## src/rtl/mem_port_arbiter_if.sv

```systemverilog
// Bus bundle between the IF/MEM requesters, the single-port RAM and the
// mem_port_arbiter. The arbiter connects through the slave modport; the
// requester/RAM side (pipeline or bench) uses the master modport.
interface mem_port_arbiter_if #(
  parameter int ADDR_W = 9,
  parameter int DATA_W = 32
);
  // fetch port
  logic              if_req;
  logic [ADDR_W-1:0] if_addr;
  logic [DATA_W-1:0] if_rdata;
  logic              if_ack;
  // load/store port
  logic              mem_req;
  logic              mem_rw;
  logic [1:0]        mem_size;
  logic              mem_se;
  logic [ADDR_W-1:0] mem_addr;
  logic [DATA_W-1:0] mem_wdata;
  logic [DATA_W-1:0] mem_rdata;
  logic              mem_ack;
  // RAM side
  logic              ram_en;
  logic              ram_rw;
  logic [1:0]        ram_size;
  logic              ram_se;
  logic [ADDR_W-1:0] ram_addr;
  logic [DATA_W-1:0] ram_wdata;
  logic [DATA_W-1:0] ram_rdata;
  // pipeline control
  logic              pc_le;
  logic              if_id_le;
  logic              pipe_stall;

  modport slave (
    input  if_req, if_addr, mem_req, mem_rw, mem_size, mem_se, mem_addr, mem_wdata, ram_rdata,
    output if_rdata, if_ack, mem_rdata, mem_ack, ram_en, ram_rw, ram_size, ram_se,
           ram_addr, ram_wdata, pc_le, if_id_le, pipe_stall
  );

  modport master (
    output if_req, if_addr, mem_req, mem_rw, mem_size, mem_se, mem_addr, mem_wdata, ram_rdata,
    input  if_rdata, if_ack, mem_rdata, mem_ack, ram_en, ram_rw, ram_size, ram_se,
           ram_addr, ram_wdata, pc_le, if_id_le, pipe_stall
  );
endinterface

```

## src/rtl/mem_port_arbiter.sv

```systemverilog
// mem_port_arbiter: shares one single-port RAM between the fetch port and the
// load/store port. Each access holds ram_en for MEM_LAT cycles, then the
// granted port gets a one-cycle ack with its read data.
// Optional feature: define MEM_ARB_RR_EN for round-robin arbitration when both
// ports request together; without it MEM always wins.
module mem_port_arbiter #(
  parameter int ADDR_W  = 9,
  parameter int DATA_W  = 32,
  parameter int MEM_LAT = 2
) (
  input logic               Clk,
  input logic               Clr,
  mem_port_arbiter_if.slave bus
);
  localparam int CNT_W = (MEM_LAT > 1) ? $clog2(MEM_LAT) : 1;
  localparam logic [CNT_W-1:0] CNT_INIT = CNT_W'(MEM_LAT - 1);

  typedef enum logic [1:0] {ST_IDLE, ST_BUSY, ST_DONE} state_t;

  state_t            r_state, w_state_next;
  logic [CNT_W-1:0]  r_cnt, w_cnt_next;
  logic              r_grant_mem, w_grant_mem_next;
  logic              r_ram_en, w_ram_en_next;
  logic              r_ram_rw, w_ram_rw_next;
  logic [1:0]        r_ram_size, w_ram_size_next;
  logic              r_ram_se, w_ram_se_next;
  logic [ADDR_W-1:0] r_ram_addr, w_ram_addr_next;
  logic [DATA_W-1:0] r_ram_wdata, w_ram_wdata_next;
  logic [DATA_W-1:0] r_if_rdata, w_if_rdata_next;
  logic [DATA_W-1:0] r_mem_rdata, w_mem_rdata_next;
  logic              r_if_ack, w_if_ack_next;
  logic              r_mem_ack, w_mem_ack_next;
  logic              w_pick_mem, w_pick_if;
  logic              w_stall;

`ifdef MEM_ARB_RR_EN
  logic r_last_mem;

  // Round-robin pick: on a tie the port that did not win last time goes first
  always_comb begin
    w_pick_mem = bus.mem_req & ~(bus.if_req & r_last_mem);
    w_pick_if  = bus.if_req & ~(bus.mem_req & ~r_last_mem);
  end

  // Remember the winner of every grant made in IDLE
  always_ff @(posedge Clk) begin
    if (Clr) begin
      r_last_mem <= 1'b0;
    end else if ((r_state == ST_IDLE) && (w_pick_mem || w_pick_if)) begin
      r_last_mem <= w_pick_mem;
    end
  end
`else
  // Fixed priority pick: the load/store port always wins a tie
  always_comb begin
    w_pick_mem = bus.mem_req;
    w_pick_if  = bus.if_req & ~bus.mem_req;
  end
`endif

  // Next-state and next-output computation for the access sequencer
  always_comb begin
    w_state_next     = r_state;
    w_cnt_next       = r_cnt;
    w_grant_mem_next = r_grant_mem;
    w_ram_en_next    = r_ram_en;
    w_ram_rw_next    = r_ram_rw;
    w_ram_size_next  = r_ram_size;
    w_ram_se_next    = r_ram_se;
    w_ram_addr_next  = r_ram_addr;
    w_ram_wdata_next = r_ram_wdata;
    w_if_rdata_next  = r_if_rdata;
    w_mem_rdata_next = r_mem_rdata;
    w_if_ack_next    = 1'b0;
    w_mem_ack_next   = 1'b0;
    case (r_state)
      ST_IDLE: begin
        if (w_pick_mem || w_pick_if) begin
          w_state_next     = ST_BUSY;
          w_cnt_next       = CNT_INIT;
          w_grant_mem_next = w_pick_mem;
          w_ram_en_next    = 1'b1;
          if (w_pick_mem) begin
            w_ram_rw_next    = bus.mem_rw;
            w_ram_size_next  = bus.mem_size;
            w_ram_se_next    = bus.mem_se;
            w_ram_addr_next  = bus.mem_addr;
            w_ram_wdata_next = bus.mem_wdata;
          end else begin
            // fetches are always aligned word reads
            w_ram_rw_next    = 1'b0;
            w_ram_size_next  = 2'b10;
            w_ram_se_next    = 1'b0;
            w_ram_addr_next  = bus.if_addr;
            w_ram_wdata_next = '0;
          end
        end
      end
      ST_BUSY: begin
        if (r_cnt == '0) begin
          w_state_next  = ST_DONE;
          w_ram_en_next = 1'b0;
          if (r_grant_mem) begin
            w_mem_ack_next   = 1'b1;
            w_mem_rdata_next = r_ram_rw ? '0 : bus.ram_rdata;
          end else begin
            w_if_ack_next   = 1'b1;
            w_if_rdata_next = bus.ram_rdata;
          end
        end else begin
          w_cnt_next = r_cnt - CNT_W'(1);
        end
      end
      ST_DONE: begin
        w_state_next = ST_IDLE;
      end
      default: begin
        w_state_next = ST_IDLE;
      end
    endcase
  end

  // State and registered outputs; reset aborts any access in flight
  always_ff @(posedge Clk) begin
    if (Clr) begin
      r_state     <= ST_IDLE;
      r_cnt       <= '0;
      r_grant_mem <= 1'b0;
      r_ram_en    <= 1'b0;
      r_ram_rw    <= 1'b0;
      r_ram_size  <= 2'b00;
      r_ram_se    <= 1'b0;
      r_ram_addr  <= '0;
      r_ram_wdata <= '0;
      r_if_rdata  <= '0;
      r_mem_rdata <= '0;
      r_if_ack    <= 1'b0;
      r_mem_ack   <= 1'b0;
    end else begin
      r_state     <= w_state_next;
      r_cnt       <= w_cnt_next;
      r_grant_mem <= w_grant_mem_next;
      r_ram_en    <= w_ram_en_next;
      r_ram_rw    <= w_ram_rw_next;
      r_ram_size  <= w_ram_size_next;
      r_ram_se    <= w_ram_se_next;
      r_ram_addr  <= w_ram_addr_next;
      r_ram_wdata <= w_ram_wdata_next;
      r_if_rdata  <= w_if_rdata_next;
      r_mem_rdata <= w_mem_rdata_next;
      r_if_ack    <= w_if_ack_next;
      r_mem_ack   <= w_mem_ack_next;
    end
  end

  // A pending load/store freezes the back half of the pipeline; a fetch acked
  // while that stall is active is thrown away and the fetch is re-issued.
  assign w_stall        = bus.mem_req & ~r_mem_ack;
  assign bus.pipe_stall = w_stall;
  assign bus.pc_le      = r_if_ack & ~w_stall;
  assign bus.if_id_le   = r_if_ack & ~w_stall;

  assign bus.ram_en    = r_ram_en;
  assign bus.ram_rw    = r_ram_rw;
  assign bus.ram_size  = r_ram_size;
  assign bus.ram_se    = r_ram_se;
  assign bus.ram_addr  = r_ram_addr;
  assign bus.ram_wdata = r_ram_wdata;
  assign bus.if_rdata  = r_if_rdata;
  assign bus.if_ack    = r_if_ack;
  assign bus.mem_rdata = r_mem_rdata;
  assign bus.mem_ack   = r_mem_ack;
endmodule

```

## src/flat_wrapper.sv

```systemverilog
// flat-port wrapper written by rule: the top's interface ports become plain ports
module mem_port_arbiter_flat 
#(
  parameter int ADDR_W  = 9,
  parameter int DATA_W  = 32,
  parameter int MEM_LAT = 2
)
  (Clk, Clr, bus_if_req, bus_if_addr, bus_mem_req, bus_mem_rw, bus_mem_size, bus_mem_se, bus_mem_addr, bus_mem_wdata, bus_ram_rdata, bus_if_rdata, bus_if_ack, bus_mem_rdata, bus_mem_ack, bus_ram_en, bus_ram_rw, bus_ram_size, bus_ram_se, bus_ram_addr, bus_ram_wdata, bus_pc_le, bus_if_id_le, bus_pipe_stall);
  mem_port_arbiter_if #(.ADDR_W(ADDR_W), .DATA_W(DATA_W)) bus_i ();
  input logic Clk;
  input logic Clr;
  input wire logic [$bits(bus_i.if_req)-1:0] bus_if_req;
  input wire logic [$bits(bus_i.if_addr)-1:0] bus_if_addr;
  input wire logic [$bits(bus_i.mem_req)-1:0] bus_mem_req;
  input wire logic [$bits(bus_i.mem_rw)-1:0] bus_mem_rw;
  input wire logic [$bits(bus_i.mem_size)-1:0] bus_mem_size;
  input wire logic [$bits(bus_i.mem_se)-1:0] bus_mem_se;
  input wire logic [$bits(bus_i.mem_addr)-1:0] bus_mem_addr;
  input wire logic [$bits(bus_i.mem_wdata)-1:0] bus_mem_wdata;
  input wire logic [$bits(bus_i.ram_rdata)-1:0] bus_ram_rdata;
  output wire logic [$bits(bus_i.if_rdata)-1:0] bus_if_rdata;
  output wire logic [$bits(bus_i.if_ack)-1:0] bus_if_ack;
  output wire logic [$bits(bus_i.mem_rdata)-1:0] bus_mem_rdata;
  output wire logic [$bits(bus_i.mem_ack)-1:0] bus_mem_ack;
  output wire logic [$bits(bus_i.ram_en)-1:0] bus_ram_en;
  output wire logic [$bits(bus_i.ram_rw)-1:0] bus_ram_rw;
  output wire logic [$bits(bus_i.ram_size)-1:0] bus_ram_size;
  output wire logic [$bits(bus_i.ram_se)-1:0] bus_ram_se;
  output wire logic [$bits(bus_i.ram_addr)-1:0] bus_ram_addr;
  output wire logic [$bits(bus_i.ram_wdata)-1:0] bus_ram_wdata;
  output wire logic [$bits(bus_i.pc_le)-1:0] bus_pc_le;
  output wire logic [$bits(bus_i.if_id_le)-1:0] bus_if_id_le;
  output wire logic [$bits(bus_i.pipe_stall)-1:0] bus_pipe_stall;
  assign bus_i.if_req = bus_if_req;
  assign bus_i.if_addr = bus_if_addr;
  assign bus_i.mem_req = bus_mem_req;
  assign bus_i.mem_rw = bus_mem_rw;
  assign bus_i.mem_size = bus_mem_size;
  assign bus_i.mem_se = bus_mem_se;
  assign bus_i.mem_addr = bus_mem_addr;
  assign bus_i.mem_wdata = bus_mem_wdata;
  assign bus_i.ram_rdata = bus_ram_rdata;
  assign bus_if_rdata = bus_i.if_rdata;
  assign bus_if_ack = bus_i.if_ack;
  assign bus_mem_rdata = bus_i.mem_rdata;
  assign bus_mem_ack = bus_i.mem_ack;
  assign bus_ram_en = bus_i.ram_en;
  assign bus_ram_rw = bus_i.ram_rw;
  assign bus_ram_size = bus_i.ram_size;
  assign bus_ram_se = bus_i.ram_se;
  assign bus_ram_addr = bus_i.ram_addr;
  assign bus_ram_wdata = bus_i.ram_wdata;
  assign bus_pc_le = bus_i.pc_le;
  assign bus_if_id_le = bus_i.if_id_le;
  assign bus_pipe_stall = bus_i.pipe_stall;
  mem_port_arbiter #(.ADDR_W(ADDR_W), .DATA_W(DATA_W), .MEM_LAT(MEM_LAT)) u_core (.Clk(Clk), .Clr(Clr), .bus(bus_i));
endmodule
```

## config.mk

```make
export PLATFORM = sky130hd
export DESIGN_NAME = mem_port_arbiter_flat
export DESIGN_NICKNAME = d
export VERILOG_FILES = /design/src/rtl/mem_port_arbiter_if.sv /design/src/rtl/mem_port_arbiter.sv /design/src/flat_wrapper.sv
export SDC_FILE = /design/constraint.sdc
export NUM_CORES = 1
export LEC_CHECK = 0
export BUFFER_PORTS_ARGS = -buffer_cell sky130_fd_sc_hd__buf_2
export CORE_MARGIN = 10
export CORE_UTILIZATION = 25
export CTS_CLUSTER_DIAMETER = 40
export DETAILED_ROUTE_END_ITERATION = 8
export PLACE_DENSITY = 0.52
export SETUP_SLACK_MARGIN = 0.1
export SYNTH_ARGS = -nofsm -noshare
export SYNTH_HDL_FRONTEND = slang
export SYNTH_SLANG_ARGS = --single-unit
```

## constraint.sdc

```tcl
create_clock -name Clk -period 2 [get_ports Clk]
set_clock_uncertainty 0.1 [all_clocks]
set_input_delay 0.2 -clock Clk [delete_from_list [all_inputs] [get_ports Clk]]
set_output_delay 0.2 -clock Clk [all_outputs]
set_load 0.01 [all_outputs]
```

# Yosys cells after proc, flatten, opt, wreduce, memory -nomap -nowiden
# Index checks and enable logic that the tools add are counted.
dict set report word_totals {
  regBits 116
  out_inout_bits 115
  in_bits 90
}
dict set report classes {
  n_eq_ne 3
  n_mux 16
  n_reduce_logical 10
  n_bitwise 9
  addsub 1
}
# op count
set op_table {}
lappend op_table {{$mux W32} 2}
lappend op_table {{$mux W9} 1}
lappend op_table {{$reduce_and A3 Y1} 3}
lappend op_table {{$mux W1} 7}
lappend op_table {{$mux W2} 3}
lappend op_table {{$not A1 Y1} 6}
lappend op_table {{$reduce_and A2 Y1} 3}
lappend op_table {{$pmux W1 S2} 2}
lappend op_table {{$pmux W2 S2} 1}
lappend op_table {{$and A1 B1 Y1} 3}
lappend op_table {{$reduce_or A3 Y1} 1}
lappend op_table {{$eq A2 B1 Y1 const B} 1}
lappend op_table {{$logic_not A2 Y1} 1}
lappend op_table {{$ne A2 B1 Y1 const B} 1}
lappend op_table {{$ne A2 B2 Y1 const B} 1}
lappend op_table {{$reduce_bool A2 Y1} 1}
lappend op_table {{$logic_or A1 B1 Y1} 1}
lappend op_table {{$sub A1 B1 Y1 const B} 1}

# Longest topological paths before layout
dict set report logic_depth {
  ltp_word 5
  ltp_mapped 6
  mapped_depth_nobuf 3
}

# Least setup slack after synthesis
# OpenSTA, ideal clock, no wires.
dict set report synth_timing {
  path_type {reg-to-reg}
  startpoint {register u_core.r_cnt}
  endpoint {register u_core.r_if_rdata[10], in the netlist u_core.bus.if_rdata[10]}
  path_slack_ns 0.460
  path_buffers 3
  setup_time_ns 0.132
  required_time_ns 1.768
  arrival_time_ns 1.308
  stages_incl_launch_ff 7
  cell_sequence {dfxtp_1 -> buf_6 -> or4b_1 -> buf_2 -> buf_6 -> nand2_1 -> a21oi_1}
}
dict set report synth_between {
  elab_chain_len 2
}
# item line_no
set synth_lines {}
lappend synth_lines {{from (decl)} mem_port_arbiter.sv:21} ;# logic [CNT_W-1:0] r_cnt, w_cnt_next;
lappend synth_lines {{from (signal assigned)} mem_port_arbiter.sv:141} ;# r_cnt <= w_cnt_next;
lappend synth_lines {{$not A1 Y1 (no source line)} n/a}
lappend synth_lines {{$reduce_and A3 Y1 (no source line)} n/a}
lappend synth_lines {{to (signal assigned)} mem_port_arbiter.sv:149} ;# r_if_rdata <= w_if_rdata_next;
lappend synth_lines {{to (decl)} mem_port_arbiter.sv:29} ;# logic [DATA_W-1:0] r_if_rdata, w_if_rdata_next;
# Every way passes these cells.
# A chain may end at the register's enable or synchronous reset.

# Final worst setup path
dict set report layout_timing {
  startpoint {register u_core.r_state[0]}
  endpoint {register u_core.r_if_rdata[8], in the netlist u_core.bus.if_rdata[8]}
}
dict set report layout_between {
  elab_chain_len 2
}
# item line_no
set layout_lines {}
lappend layout_lines {{from (decl)} mem_port_arbiter.sv:20} ;# state_t r_state, w_state_next;
lappend layout_lines {{from (signal assigned)} mem_port_arbiter.sv:140} ;# r_state <= w_state_next;
lappend layout_lines {{$eq A2 B1 Y1} mem_port_arbiter.sv:76} ;# case (r_state)
lappend layout_lines {{$reduce_and A3 Y1 (no source line)} n/a}
# Every way passes these cells.

==> results.yml <==
routing:
  dr.first_iter.drc_count: 192
  via_count: 4453
  drtPass1Iterations: 5
  avgViaCountPerCell: 4.52
  detail-route-antenna-nets: 0
  post_drt_wl_per_cell_um: 15.8
  remaining_drc_errors: 0
  totalWireLength_mm: 15.6
flow_run:
  drv_cap: 0
clock_tree:
  clock_transition_at_the_registers_of_the_reported_paths_ns: 0.05
  cts_tree: "yes"
  clock_tree.buffer_depth: 2
  cts.root.buffer_cell: "clkbuf_16"
  cts_made_buffers: 17
  htree_levels: 4
  clk_latency_ns: 0.40
  numClockSinks: 116
pwr:
  power_density_nw_per_um2: 994
  vdd_ir_drop_max_v: 0.000536
  leakage_nw: 3.06
synthesis:
  number_of_nets_in_the_synthesized_netlist: 577
  synthDistinctLibCells: 28
  count_of_flip_flops_with_a_built_in_enable_after_synthesis: 0
  mappedNetlistArea_um2: 4260
  postSynthCellCount: 487
  synth.yosys.seq_area_share_pct: 54.5
  synth_seq_cells: 116
  ys_flop_type: "dfxtp_1"
  post_synth.cell_area_avg_um2: 8.75
  async_flop_share_pct: 0
  yosysWarnings: 0
setup_path:
  timing.setup.critical_path_class: "reg -> reg"
  setup.reg_to_reg.worst_slack_ns: 0.32
  worstPathMaxFanout: 33
  cp_data_arrival_time_ns: 1.85
  timing.critical_path.to_type: "flop"
  cp.required_ns: 2.17
  critical_path.startpoint: "u_core.r_state[0]$_SDFFE_PP0P_"
  timing.critical_path.from_type: "flop"
  rr_startpoint: "u_core.r_state[0]$_SDFFE_PP0P_"
  worst_r2r_endpoint: "u_core.bus.if_rdata[8]$_SDFFE_PP0P_"
  timing.reg2reg.worst_path_depth: 4
placement:
  io_buffers: 204
  routabilityCongestion: 0.724
  half_perimeter_wire_length_of_the_detailed_placement_result_mm: 10.9
worst_hold_path:
  hold_path.class: "in -> reg"
  worst_hold_path.num_cells: 3
  holdCritStartpoint: "bus_if_addr[3]"
  worst_case_hold_path_end_point: "u_core.bus.ram_addr[3]$_SDFFE_PP0P_"
timing:
  worst_hold_margin_ns: 0.0436
  final-setup-viol-count: 0
  rsz0062_at_grt: "no"
  post-route-min-period_ns: 1.68
  timing.max_slew.rel_slack_pct: 70.0
  final_hold_viol_count: 0
  maximum_frequency_from_static_timing_analysis_ghz: 0.594
  worst_pin_slew_ns: 0.449
  period_share_pct: 84.2
  timing_max_transition_violations_final: 0
  fin_setup_tns_ns: 0
global_route:
  grt_pass1_wl_mm: 24.5
  number_of_antenna_violations_at_the_first_check_in_global_routing: 1
  gr-usage-all-layers_pct: 13.5
  grt-ovfl-total: 0
  grt_start_max_net_pins: 42
  first_global_vias: 4752
finish:
  nets: 841
  final.fill_count: 1626
  post_route_cells_drive_above_1_share_pct: 34.0
  area_growth_syn_to_fin_pct: 60.7
floorplan:
  floorplan.initialDensity_pct: 25.6
  boundaryPins: 205
  chipWidth_um: 151
  core_um2: 16600
  die_area_um2: 22700
  dieHeight_um: 151
  core.rowCount: 47
outcome:
  status: "complete, no violations"
[Yosys cell counts, types with 2 or more instances]
cell / n / area, µm²
a211oi_1: 9 / 67.6
a21oi_1: 98 / 490
clkbuf_1: 20 / 75.1
nor2_2: 2 / 12.5
dfxtp_1: 116 / 2320
inv_1: 2 / 7.51
nand2_1: 120 / 450
nor2_1: 4 / 15.0
o21ai_0: 37 / 185
nor2b_1: 2 / 12.5
buf_1: 2 / 7.51
buf_6: 4 / 45.0
buf_4: 3 / 22.5
mux2i_1: 9 / 90.1
buf_2: 14 / 70.1
nand3b_1: 19 / 143
nand2b_1: 2 / 12.5
a22o_1: 14 / 123
[how the worst max path moves through the flow]
| stage | slack (ns) | depth (start not counted) | endpoint |
|---|---|---|---|
| after detailed placement | 0.26 | 4 | u_core.bus.ram_wdata[15]$_SDFFE_PP0P_ |
| after CTS | 0.25 | 4 | u_core.bus.ram_wdata[14]$_SDFFE_PP0P_ |
| after global routing | 0.19 | 3 | u_core.bus.ram_addr[0]$_SDFFE_PP0P_ |
| final | 0.32 | 4 | u_core.bus.if_rdata[8]$_SDFFE_PP0P_ |
| after floorplan | 0.46 | 6 | u_core.bus.if_rdata[10]$_SDFFE_PP0P_ |
| after global placement | 0.33 | 4 | u_core.bus.ram_wdata[10]$_SDFFE_PP0P_ |
[state kept, by name, summed over array words and instances, names as in the netlist]
name and flops:
u_core.bus.mem_rdata 32, u_core.bus.if_ack 1, u_core.bus.ram_en 1, u_core.r_grant_mem 1, u_core.bus.if_rdata 32, u_core.bus.ram_wdata 32, u_core.r_state 2, u_core.bus.ram_size 2
u_core.bus.ram_rw 1, u_core.r_cnt 1, u_core.bus.ram_se 1, u_core.bus.mem_ack 1, u_core.bus.ram_addr 9
[cell families after synthesis]
kind of cell    share of synthesized area (%)
flops                                    54.5
simple gates                             17.4
buf+inv                                  5.35
compound gates                           20.6
mux                                      2.11
[area by class of cell]
class | count | area, µm² | share of cell area, %
clock buffer | 23 | 488 | 7.13
sequential | 116 | 2320 | 33.9
tap | 220 | 275 | 4.02
multi-input combinational | 326 | 1740 | 25.5
clock inverter | 9 | 173 | 2.52
timing repair buffer | 288 | 1840 | 26.8
inverter | 2 | 7.51 | 0.110
antenna | 1 | 2.50 | 0.0365
[power by group]
part / switching (mW) / total (mW) / internal (mW)
Clock: 1.03 / 3.37 / 2.34
Sequential: 0.0802 / 2.54 / 2.46
Combinational: 0.495 / 0.902 / 0.408
Total: 1.61 / 6.81 / 5.20
[worst max-delay path, stage by stage (launching register included)]
cell     delay, ns
dfxtp_1       0.50
or4b_1        0.47
buf_4         0.27
nand2_1       0.12
a21oi_1       0.07
[routing by layer]
metal / vias to the layer above / part of all wire (%) / track usage [%]
met5: - / 0 / 0
met4: 0 / 1.3 / 4.62
met3: 12 / 9.2 / 6.45
met2: 152 / 48 / 22.4
met1: 2101 / 42 / 14.9
li1: 2188 / - / -
[repair_timing]
| action | CTS | global route |
|---|---|---|
| setup endpoints to repair | 0 | 20 |
| hold buffers | 68 | 0 |
| buffers inserted | 0 | 0 |
| resized for setup | 0 | 1 |
| hold endpoints to repair | 100 | 0 |
[through the flow]
| step | cells | utilization [%] | cell area (µm²) | setup slack, ns | total power, mW |
|---|---|---|---|---|---|
| after floorplan | 487 | - | 4260 | 0.460 | 3.01 |
| after global placement | 884 | 33.1 | 5500 | 0.327 | 3.37 |
| after detailed placement | 884 | 33.1 | 5500 | 0.265 | 3.39 |
| after CTS | 984 | 41.1 | 6850 | 0.249 | 6.91 |
| after global routing | 985 | 41.1 | 6850 | 0.191 | 7.13 |
| final | 985 | 41.1 | 6850 | 0.316 | 6.81 |
[cell usage in the layout (no fill, tap or decap), types with 3 or more instances in the layout]
cell type,n
dfxtp_1,116
mux2i_1,9
a21oi_1,98
nor2_1,3
clkbuf_8,4
buf_4,16
o21ai_0,37
clkinv_2,3
a22o_1,14
dlygate4sd3_1,68
bufinv_16,5
nor2_2,3
a211oi_1,9
clkbuf_16,17
buf_2,203
nand2_1,120
nand3b_1,19
Power figures use the tool's default switching activity.
